File: config.mk
export PLATFORM = sky130hd
export DESIGN_NAME = sram_bus_arbiter
export DESIGN_NICKNAME = d
export VERILOG_FILES = /design/src/rtl/sram_bus_arbiter_pkg.sv /design/src/rtl/sram_arb_sel.sv /design/src/rtl/sram_bus_arbiter.sv
export SDC_FILE = /design/constraint.sdc
export NUM_CORES = 1
export LEC_CHECK = 0
export ABC_AREA = 0
export CAP_MARGIN = 30
export CORE_MARGIN = 2
export CORE_UTILIZATION = 33
export CTS_BUF_LIST = sky130_fd_sc_hd__clkbuf_4 sky130_fd_sc_hd__clkbuf_8 sky130_fd_sc_hd__clkbuf_16
export DETAILED_ROUTE_END_ITERATION = 6
export GPL_TIMING_DRIVEN = 0
export HOLD_SLACK_MARGIN = 0.06
export PLACE_DENSITY = 0.74
export REMOVE_ABC_BUFFERS = 1
export SLEW_MARGIN = 20
export SYNTH_ARGS = -nofsm -noshare
export SYNTH_HDL_FRONTEND = slang
export SYNTH_SLANG_ARGS = --single-unit
File: constraint.sdc
create_clock -name clk -period 1.8 [get_ports clk]
set_input_delay 0.36 -clock clk [delete_from_list [all_inputs] [get_ports clk]]
set_output_delay 0.36 -clock clk [all_outputs]
set_load 0.02 [all_outputs]
File: src/rtl/sram_bus_arbiter_pkg.sv
// Shared types and constants for the IF/MEM memory-port arbiter.
package sram_bus_arbiter_pkg;

    localparam int unsigned ADDR_W   = 32;
    localparam int unsigned DATA_W   = 32;
    localparam int unsigned STRB_W   = 4;
    localparam int unsigned SIZE_W   = 2;
    localparam int unsigned STARVE_W = 4;

    typedef enum logic [1:0] {
        ST_IDLE = 2'd0,
        ST_REQ  = 2'd1,
        ST_WAIT = 2'd2
    } state_e;

    typedef enum logic {
        OWNER_INST = 1'b0,
        OWNER_DATA = 1'b1
    } owner_e;

    localparam logic [SIZE_W-1:0] SIZE_BYTE = 2'd0;
    localparam logic [SIZE_W-1:0] SIZE_HALF = 2'd1;
    localparam logic [SIZE_W-1:0] SIZE_WORD = 2'd2;

    typedef struct packed {
        logic              wr;
        logic [SIZE_W-1:0] size;
        logic [STRB_W-1:0] wstrb;
        logic [ADDR_W-1:0] addr;
        logic [DATA_W-1:0] wdata;
    } mem_cmd_t;

endpackage

File: src/rtl/sram_arb_sel.sv
// Grant selection: data side wins unless fetch has been passed over STARVE_MAX times.
module sram_arb_sel
    import sram_bus_arbiter_pkg::*;
#(
    parameter int unsigned STARVE_MAX = 4
) (
    input  logic clk,
    input  logic reset,
    input  logic idle,
    input  logic inst_req,
    input  logic data_req,
    output logic grant_inst,
    output logic grant_data
);

    logic [STARVE_W-1:0] starve_cnt;
    logic                starve_at_max;

    assign starve_at_max = (starve_cnt == STARVE_W'(STARVE_MAX));

    always_comb begin
        grant_inst = idle && inst_req && (!data_req || starve_at_max);
        grant_data = idle && data_req && !grant_inst;
    end

    // Counter only moves on grant cycles; saturates so a forced fetch grant is guaranteed.
    always_ff @(posedge clk) begin
        if (reset) begin
            starve_cnt <= '0;
        end else if (grant_inst) begin
            starve_cnt <= '0;
        end else if (grant_data) begin
            if (!inst_req) begin
                starve_cnt <= '0;
            end else if (!starve_at_max) begin
                starve_cnt <= starve_cnt + STARVE_W'(1);
            end
        end
    end

endmodule

File: src/rtl/sram_bus_arbiter.sv
// Shares one SRAM-like port between fetch and load/store; one transaction in flight.
module sram_bus_arbiter
    import sram_bus_arbiter_pkg::*;
#(
    parameter int unsigned STARVE_MAX = 4
) (
    input  logic              clk,
    input  logic              reset,
    input  logic              inst_req,
    input  logic [ADDR_W-1:0] inst_addr,
    output logic              inst_addr_ok,
    output logic              inst_data_ok,
    output logic [DATA_W-1:0] inst_rdata,
    input  logic              data_req,
    input  logic              data_wr,
    input  logic [SIZE_W-1:0] data_size,
    input  logic [STRB_W-1:0] data_wstrb,
    input  logic [ADDR_W-1:0] data_addr,
    input  logic [DATA_W-1:0] data_wdata,
    output logic              data_addr_ok,
    output logic              data_data_ok,
    output logic [DATA_W-1:0] data_rdata,
    output logic              mem_req,
    output logic              mem_wr,
    output logic [SIZE_W-1:0] mem_size,
    output logic [STRB_W-1:0] mem_wstrb,
    output logic [ADDR_W-1:0] mem_addr,
    output logic [DATA_W-1:0] mem_wdata,
    input  logic              mem_addr_ok,
    input  logic              mem_data_ok,
    input  logic [DATA_W-1:0] mem_rdata
);

    state_e   state, state_next;
    owner_e   owner;
    mem_cmd_t cmd;
    logic     idle, grant_inst, grant_data;

    // Reset gates arbitration so nothing is granted during the reset cycle.
    assign idle = (state == ST_IDLE) && !reset;

    sram_arb_sel #(
        .STARVE_MAX (STARVE_MAX)
    ) u_sel (
        .clk        (clk),
        .reset      (reset),
        .idle       (idle),
        .inst_req   (inst_req),
        .data_req   (data_req),
        .grant_inst (grant_inst),
        .grant_data (grant_data)
    );

    always_ff @(posedge clk) begin
        if (reset) begin
            state <= ST_IDLE;
        end else begin
            state <= state_next;
        end
    end

    always_comb begin
        state_next = state;
        case (state)
            ST_IDLE: if (grant_inst || grant_data) state_next = ST_REQ;
            ST_REQ:  if (mem_addr_ok)              state_next = ST_WAIT;
            ST_WAIT: if (mem_data_ok)              state_next = ST_IDLE;
            default:                               state_next = ST_IDLE;
        endcase
    end

    // Handshake outputs; responses outside WAIT are protocol violations and dropped.
    always_comb begin
        inst_addr_ok = grant_inst;
        data_addr_ok = grant_data;
        inst_data_ok = 1'b0;
        inst_rdata   = '0;
        data_data_ok = 1'b0;
        data_rdata   = '0;
        if (state == ST_WAIT && mem_data_ok && !reset) begin
            if (owner == OWNER_INST) begin
                inst_data_ok = 1'b1;
                inst_rdata   = mem_rdata;
            end else begin
                data_data_ok = 1'b1;
                data_rdata   = mem_rdata;
            end
        end
    end

    // Request payload is captured on grant and cleared once memory accepts it.
    always_ff @(posedge clk) begin
        if (reset) begin
            owner   <= OWNER_DATA;
            cmd     <= '0;
            mem_req <= 1'b0;
        end else if (grant_inst) begin
            owner   <= OWNER_INST;
            cmd     <= '{wr: 1'b0, size: SIZE_WORD, wstrb: '0, addr: inst_addr, wdata: '0};
            mem_req <= 1'b1;
        end else if (grant_data) begin
            owner   <= OWNER_DATA;
            cmd     <= '{wr: data_wr, size: data_size, wstrb: data_wstrb,
                         addr: data_addr, wdata: data_wdata};
            mem_req <= 1'b1;
        end else if (state == ST_REQ && mem_addr_ok) begin
            cmd     <= '0;
            mem_req <= 1'b0;
        end
    end

    assign mem_wr    = cmd.wr;
    assign mem_size  = cmd.size;
    assign mem_wstrb = cmd.wstrb;
    assign mem_addr  = cmd.addr;
    assign mem_wdata = cmd.wdata;

endmodule

; Word level (Yosys, flattened, before mapping)
; Index checks and enable logic that the tools add are counted.
[word_totals]
regBits = 79
output_inout_bits = 140
wordCells = 60
[classes]
n_eq_ne = 7
addsub = 1
n_reduce_logical = 20
mux = 22
[ops]
columns = cell, n
row1 = $mux 71, 2
row2 = $mux 32, 4
row3 = $mux 70, 1
row4 = $mux 1, 9
row5 = $logic_and 1x1->1, 8
row6 = $mux 4, 2
row7 = $mux 2, 3
row8 = $ne 2x2->1 const B, 3
row9 = $pmux 2 s3, 1
row10 = $add 4x1->4 const B, 1
row11 = $eq 4x3->1 const B, 1
row12 = $reduce_bool 2->1, 2
row13 = $logic_not 1->1, 3
row14 = $reduce_and 3->1, 1
row15 = $reduce_bool 3->1, 1
row16 = $eq 2x1->1 const B, 1
row17 = $eq 2x2->1 const B, 1
row18 = $logic_not 2->1, 1
row19 = $logic_or 1x1->1, 2
row20 = $ne 2x1->1 const B, 1
row21 = $reduce_and 2->1, 1
row22 = $reduce_or 2->1, 1

; Longest topological paths before layout
; Gate-level depths: netlist (run 1).
[depth]
word_depth = 9
depth_mapped = 8
mapped_depth_nobuf = 6

; Hierarchy
; From an unflattened synthesis (run 1), not the netlist that was laid out.
[hier_totals]
cells_unflattened = 445
hier_area_um2 = 3978.8
[by_module_without_submodules]
columns = module, area_each_um2, cells_per_inst, instances, seq_area_each_um2
row1 = sram_bus_arbiter, 3722.3, 416, 1, 1501.4
row2 = sram_arb_sel, 256.5, 29, 1, 80.1

; Worst setup path before layout (run 1)
; OpenSTA, ideal clock, no wires.
[synth_path]
path_type = input port to output port
start = input reset
end = output inst_rdata[22]
arrival_ps = 1579
path_buffers = 2
path_slack_ps = -139
path_stages = 6
cell_sequence = buf_2 -> nor2_1 -> nand3_1 -> nor2_1 -> clkbuf_1 -> and2_1
[synth_via]
elab_chain_len = 3
[synth_rtl]
columns = element, line_no
row1 = from (decl), sram_bus_arbiter.sv:8  ; input logic reset,
row2 = $logic_not 1->1, sram_bus_arbiter.sv:80  ; if (state == ST_WAIT && mem_data_ok && !reset) begin
row3 = $logic_and 1x1->1, sram_bus_arbiter.sv:80
row4 = $mux 32, sram_bus_arbiter.sv:80
row5 = to (decl), sram_bus_arbiter.sv:13  ; output logic [DATA_W-1:0] inst_rdata,
; Every way passes these cells.

; Worst setup path after layout (run 1)
[layout_path]
start = input reset
end = output data_rdata[25]
[layout_via]
elab_chain_len = 3
[layout_rtl]
columns = element, line_no
row1 = $logic_not 1->1, sram_bus_arbiter.sv:80
row2 = $logic_and 1x1->1, sram_bus_arbiter.sv:80
row3 = $mux 32, sram_bus_arbiter.sv:80
row4 = to (decl), sram_bus_arbiter.sv:22  ; output logic [DATA_W-1:0] data_rdata,
; Every way passes these cells.

==> results of run 1 <==
Yosys cell counts (3+ instances only):
| master | number |
|---|---|
| inv_1 | 4 |
| and2_1 | 69 |
| xnor2_1 | 3 |
| buf_2 | 8 |
| a311oi_1 | 5 |
| a311oi_2 | 27 |
| clkbuf_1 | 30 |
| o21a_1 | 38 |
| buf_4 | 3 |
| dfxtp_1 | 79 |
| a21oi_1 | 37 |
| nand2_1 | 103 |
| nor2_1 | 45 |
| buf_6 | 6 |
| nand3_1 | 42 |
sequential cells by signal (all words and copies together) (netlist names):
| name | cells |
|---|---|
| mem_size | 2 |
| mem_wr | 1 |
| state | 2 |
| mem_wstrb | 4 |
| mem_addr | 32 |
| u_sel.starve_cnt | 4 |
| mem_wdata | 32 |
| mem_req | 1 |
| owner | 1 |
layout make-up:
type | count | area [um^2]
inverter | 5 | 20.02
multi-input combinational | 396 | 2728
timing repair buffer | 335 | 3586
fill | 1007 | 3973
sequential | 79 | 1593
tap | 172 | 215.2
clock inverter | 3 | 90.09
clock buffer | 13 | 261.5
routing by layer:
layer  GRT usage, %  vias up  part of all wire, %  routed length, um
li1               -     2387                    -                  -
met1          30.87     2482                   38               7228
met2          47.40      190                   52               9890
met3          7.109       28                  7.8               1482
met4          7.460        0                  2.1                395
met5              0        -                    0                  0
how the worst max path moves through the flow:
stage | start | end | cells past startpoint
global placement | reset | data_addr_ok | 4
floorplan | state[0]$_SDFFE_PP0P_ | mem_addr[10]$_SDFFE_PP0P_ | 4
finish | reset | data_rdata[25] | 8
detailed placement | data_req | data_addr_ok | 5
global route | state[0]$_SDFFE_PP0P_ | data_rdata[11] | 6
CTS | state[0]$_SDFFE_PP0P_ | inst_addr_ok | 4
stage by stage:
step | setup TNS (ns) | hold WS [ns] | instance area (um^2)
finish | -6.926 | 0.3518 | 8493
global route | -11.71 | 0.3388 | 8493
CTS | -4.465 | 0.3293 | 8172
detailed placement | -183.20 | 0.4757 | 7146
global placement | -596.07 | 0.4750 | 6945
floorplan | -154.83 | 0.4279 | 3928
cells in the final DEF, fill, tap and decap left out, drive strengths merged, types with 3 or more instances in the layout:
| cell type | synthesis | final |
|---|---|---|
| or2 | 1 | 6 |
| nand3 | 42 | 42 |
| xnor2 | 3 | 3 |
| and2 | 69 | 71 |
| o21a | 38 | 38 |
| buf | 19 | 121 |
| dfxtp | 79 | 79 |
| dlygate4sd2 | 0 | 3 |
| inv | 4 | 4 |
| clkdlybuf4s50 | 0 | 208 |
| nand2 | 103 | 103 |
| bufinv | 0 | 3 |
| a311oi | 32 | 32 |
| nor2 | 45 | 47 |
| clkbuf | 30 | 15 |
| a21oi | 37 | 37 |
worst register-to-register path, cell delays in order, from the launching register on:
cell and delay (ns):
dfxtp_4 0.37, nor4b_4 0.35, buf_6 0.15, and2_4 0.19, buf_12 0.17, buf_12 0.16
nand2_2 0.08, a311oi_2 0.24
power groups by stage:
stage                     sequential [mW]  combinational [mW]  clock [mW]
after floorplan                      2.12               0.444           0
after global placement               1.98                1.28           0
after detailed placement             1.98                1.35           0
after CTS                            1.95                1.52        2.18
after global routing                 1.96                1.69        2.26
final                                1.95                1.60        2.14
timing repair:
action | CTS | global route
setup endpoints to repair | 142 | 138
setup buffers | 33 | 3
pin swaps | 35 | 43
cloned | 9 | 5
gates resized for setup | 473 | 73
logic make-up (layout without fill, tap and decap cells):
logic type	Yosys count	count (layout)	synth area share (%)
compound gates	113	113	23.69
simple gates	269	278	30.79
flops	79	79	37.86
buf+inv	54	356	6.439
fa+ha+maj	2	2	0.5989
xor+xnor	3	3	0.6290
==> summary.txt, run 1 <==
Global routing
  • Antenna violations before repair: 0
  • First-pass GRT wire length: 27480 um
  • Total global-route track usage: a little over a quarter
  • Number of global-route vias before repair: between 5000 and 6000
  • Grt ovf: 0
  • Largest net degree at the start of global routing: 25

Critical path
  • CP arrival: about 1.6 ns
  • Worst reg-to-reg path cell count: 7
  • Family with the most delay on the worst path: simple AND/OR/NAND/NOR gates
  • Crit-path slowest cell: nor2_4
  • Peak per-stage delay on the critical path: approximately 0.19 ns
  • Crit Path Class: in2out
  • Buffers and inverters on the worst path: 4
  • Worst R2R Start: state[1]$_SDFFE_PP0P_
  • Startpoint types: input port
  • Crit. End Element: output pin
  • Crit Path Max Fanout: 25
  • R2R Setup Slk: -0.01 ns
  • CP cell instances: buf_8 > buf_12 > nor2_4 > nand3_4 > nor2_4 > buf_6 > and2_4 > buf_6
  • R2R Path End: mem_addr[4]$_SDFFE_PP0P_
  • Worst EP required: 1.44 ns

Pwr
  • Peak supply drop: between 0.5 and 0.6 mV
  • Clk network pwr share: between 30% and 40%
  • PwrDens: 669.4 mW/mm^2
  • Sequential share of power: around 34%
  • Switching power of the nets: around 1.5 mW
  • Internal: approximately 4.2 mW
  • Leakage Power: 3.279 nW
  • Net Sw Frac: approximately a quarter
  • Comb pwr share: between 20% and 30%
  • Total Power: ~5.7 mW

Synth
  • Share of flip-flops with an asynchronous set or reset: 0%
  • Synth top area share: between 30% and 40%
  • Synth Flop Type: dfxtp_1
  • Yosys reg bits: 79
  • Leading area contributor after synthesis: dfxtp_1
  • Mean Syn Cell Area: around 8.0 um^2
  • Mapped Cells: 520
  • Sequential fraction of the synthesis area: 37.86%
  • Top cells by area, synth: dfxtp_1 (38%), and2_1 (10%), a311oi_2 (9.7%), nand2_1 (9.3%), o21a_1 (6.8%)
  • Warnings from Yosys: 0
  • Cell area after synthesis: 0.004178 mm^2
  • Post-synth EDFFs: 0
  • Distinct cell type count after synthesis: 33

Outcome
  • Outcome: finished with violations
  • Failing checks: setup timing

STA
  • Ratio of final minimum period to clock period: 108.2%
  • Slew @ Worst Pin: roughly 0.31 ns
  • Final WS setup: -0.1470 ns
  • Max Slew Vio Count: 0
  • Min cycle time layout: between 1.5 and 2 ns
  • FMAX: 0.5136 GHz
  • Max-slew headroom at the worst pin: a little under 80%
  • Setup skew after layout: 0.004886 ns
  • RSZ-0062 raised after global routing: yes
  • Hold Fails Final Rpt: 0
  • Setup Viol. Count Final: 74

Hold path
  • Hold EP: mem_req$_SDFFE_PP0P_
  • Min-delay src: reset
  • Hold depth: 2
  • Worst Hold Class: in2reg

Routing
  • Routed len/inst: 18.94 um
  • Drt pass-1 iters: 5
  • Via count: 5087
  • Routed WL: between 15000 and 20000 um
  • # DRC: 0
  • Via density: ~5.1
  • DRT antenna net count: 0
  • Number of DRC markers in iteration 0: roughly 240

Clocking
  • Clock Sinks: slightly below 80
  • Clk pin slew, worst setup/hold paths: 0.06 ns
  • Clk_lat worst skew: about 0.33 ns
  • CTS Root Cell: clkbuf_16
  • H-tree Lvls: 3
  • CTS max path bufs: 2
  • CTS tree: yes
  • Cts hold-fix bufs: 0
  • Clock buffer count from CTS: 9

Placed design
  • DP Wirelength: ~12000 um
  • Place WS: -1.720 ns
  • GPL Wtd Cong: 0.8082
  • DP Cell Count: 937
  • I/O Buffers: between 200 and 300

Floorplanning
  • Die H: around 120 um
  • Core area: 0.01247 mm^2
  • Initial core utilization: 33.51%
  • I/O Pins: roughly 280
  • Die W: 116.5 um
  • Die ar.: about 0.014 mm^2
  • # rows: 41

Final layout
  • Area growth syn-to-layout: 103.3%
  • Share of cells above drive strength 1: around a third
  • Final Util: 68.13%
  • Diode count: 0
  • Nets: about 970
  • Final Non-Filler Cells: between 1000 and 1500

Job
  • Max cap viols: 0
Note: power is estimated with default switching activity, not from simulation.
==> inputs of run 2 (changes only) <==
--- a/config.mk
+++ b/config.mk
@@ -10,6 +10,7 @@
 export CORE_MARGIN = 2
 export CORE_UTILIZATION = 33
 export CTS_BUF_LIST = sky130_fd_sc_hd__clkbuf_4 sky130_fd_sc_hd__clkbuf_8 sky130_fd_sc_hd__clkbuf_16
+export CTS_CLUSTER_SIZE = 12
 export DETAILED_ROUTE_END_ITERATION = 6
 export GPL_TIMING_DRIVEN = 0
 export HOLD_SLACK_MARGIN = 0.06
==> results of run 2 <==
No change in the layout: final DEF, timing and power equal those of run 1.
==> inputs of run 3 (changes only) <==
--- a/config.mk
+++ b/config.mk
@@ -15,7 +15,6 @@
 export GPL_TIMING_DRIVEN = 0
 export HOLD_SLACK_MARGIN = 0.06
 export PLACE_DENSITY = 0.74
-export REMOVE_ABC_BUFFERS = 1
 export SLEW_MARGIN = 20
 export SYNTH_ARGS = -nofsm -noshare
 export SYNTH_HDL_FRONTEND = slang
==> run 3 against run 2 <==
- the run still ends with setup timing left
- hold slack gained 0.046 ns
- non-clock buffer count increased by 30
- global-route usage down 3.1 points
- first-iteration DRC count fell by 19%
- design area is 0.34% higher
- fmax down 6.4%
==> summary.txt, run 3 (synthesized netlist as in run 1, its figures left out) <==
Placed design
  • Place WS: -1.388 ns
  • GPL Wtd Cong: about 0.85
  • Placed instance area: approximately 0.0072 mm^2
  • I/O Buffers: between 200 and 300
  • DP Wirelength: between 10000 and 15000 um

STA
  • RSZ-0062 raised after global routing: yes
  • Ratio of final minimum period to clock period: 115.6%
  • Setup skew after layout: around 0.0056 ns
  • Worst hold slack: about 0.40 ns
  • Min cycle time layout: 2.081 ns
  • FMAX: roughly 0.48 GHz
  • Max-slew headroom at the worst pin: between 50% and 60%
  • Max Slew Vio Count: 0
  • Setup Viol. Count Final: 99
  • Slew @ Worst Pin: between 0.7 and 0.8 ns
  • Hold Fails Final Rpt: 0
  • Final WS setup: -0.2810 ns

Clocking
  • Clk pin slew, worst setup/hold paths: about 0.060 ns
  • CTS tree: yes
  • CTS max path bufs: 2
  • Clock buffer count from CTS: 9
  • CTS Root Cell: clkbuf_16
  • Clock Sinks: between 70 and 80
  • H-tree Lvls: 3
  • Clk_lat worst skew: about 0.33 ns

Floorplanning
  • Core area: 0.01247 mm^2
  • # rows: 41
  • I/O Pins: roughly 280
  • Die H: ~120 um
  • Die W: between 100 and 150 um
  • Initial core utilization: between 30% and 40%
  • Die ar.: approximately 0.014 mm^2

Routing
  • Via density: just under 5
  • Via count: just over 5000
  • Highest metal used: met5
  • DRT antenna net count: 0
  • # DRC: 0
  • Metal3 WL: ~1100 um
  • Number of DRC markers in iteration 0: approximately 200
  • Routed WL: roughly 17000 um
  • WL met2: 9025 um
  • Wire length on met1: 6492 um
  • Routed len/inst: 16.80 um
  • Drt pass-1 iters: 4

Critical path
  • R2R Setup Slk: -0.08 ns
  • Crit. End Element: output pin
  • CP arrival: approximately 1.7 ns
  • Buffers and inverters on the worst path: 3
  • CP cell instances: nor2_4 > nand3_4 > nor2_4 > buf_6 > buf_8 > and2_4 > buf_6
  • Startpoint types: register
  • Crit Path Class: reg2out
  • Worst EP required: 1.44 ns
  • Peak per-stage delay on the critical path: 0.36 ns
  • Crit-path slowest cell: dfxtp_4
  • Family with the most delay on the worst path: simple AND/OR/NAND/NOR gates
  • Worst R2R Start: state[0]$_SDFFE_PP0P_
  • Crit Path Max Fanout: 5
  • Setup crit start: state[0]$_SDFFE_PP0P_

Final layout
  • Design Area, Final: between 0.008 and 0.009 mm^2
  • Area growth syn-to-layout: 104.0%
  • Most frequent cells in the layout: clkdlybuf4s50_1 (208), buf_6 (88), nand2_1 (80), dfxtp_1 (75), and2_4 (65)
  • Share of cells above drive strength 1: 34.31%
  • Nets: between 900 and 1000
  • Commonest non-fill, non-tap cell in the layout: clkdlybuf4s50_1

Global routing
  • Grt ovf: 0
  • Antenna violations before repair: 5
  • Total global-route track usage: 23.28%
  • First-pass GRT wire length: 24770 um
  • Largest net degree at the start of global routing: 13
  • Number of global-route vias before repair: around 4900

Pwr
  • Leakage Power: 3.261 nW
  • Peak supply drop: 0.4141 mV
  • PwrDens: 605.6 mW/mm^2

Outcome
  • Failing checks: setup timing
  • Outcome: finished with violations

Synth
  • Mapped Nets: 663

Job
  • Max cap viols: 0

Hold path
  • Worst Hold Class: in2reg
  • Min-delay src: mem_data_ok
run 3: cell count changes in the layout (fill, tap and decap cells not counted), moves of 6 or more:
cell,delta
nand2_2,+15
buf_8,+12
buf_12,-7
nand2_1,-6
buf_4,-11
clkbuf_1,+13
nand2_4,-9
and2_1,-7
buf_6,+7
run 3: worst paths after layout:
check,to,depth (start not counted)
hold / removal,state[1]$_SDFFE_PP0P_,3
setup / recovery,data_rdata[30],7
hold reg to reg,mem_req$_SDFFE_PP0P_,2
setup reg to reg,mem_wdata[15]$_SDFFE_PP0P_,8
run 3: worst min-delay path: cells and delay by family:
| kind | cells | cell delay [ns] |
|---|---|---|
| AND/OR/NAND/NOR | 1 | 0.13 |
| AO/OA/AOI/OAI | 1 | 0.05 |
| buffers and inverters | 1 | 0.14 |
run 3: metal layers:
metal | GRT usage (%) | up-vias
li1 | - | 2424
met1 | 25.14 | 2358
met2 | 43.68 | 217
met3 | 3.840 | 42
met4 | 11.59 | 2
met5 | 0 | -
run 3: layout make-up:
type	instances	area (um^2)
Buffer	46	411.6
Clock buffer	12	247.7
Clock inverter	4	22.52
Tap cell	172	215.2
Antenna cell	4	10.01
Fill cell	962	3944
Multi-Input combinational cell	389	2656
Sequential cell	79	1589
Timing Repair Buffer	319	3351
Inverter	5	18.77
run 3: metrics by stage:
stage               total power [mW]  cells  setup TNS [ns]  utilization, %
CTS                            5.105   1011          -18.69           65.26
global route                   5.373   1030          -25.76           68.36
floorplan                      2.635    520               0               -
finish                         5.161   1030          -17.38           68.36
global placement               3.310    971         -110.40           57.71
detailed placement             3.334    971         -114.16           57.71
run 3: power breakdown:
part	total [mW]	switching [mW]	internal, mW
clock	1.67	0.702	0.973
combinational	1.53	0.703	0.831
sequential	1.95	0.0754	1.88
run 3: timing repair:
action                     4_1_cts  5_1_grt
setup endpoints to repair      142      140
buffers inserted                16       13
resized for setup              529       93
hold buffers                     0        0
pin swaps                       58       34
gates cloned                     9        4
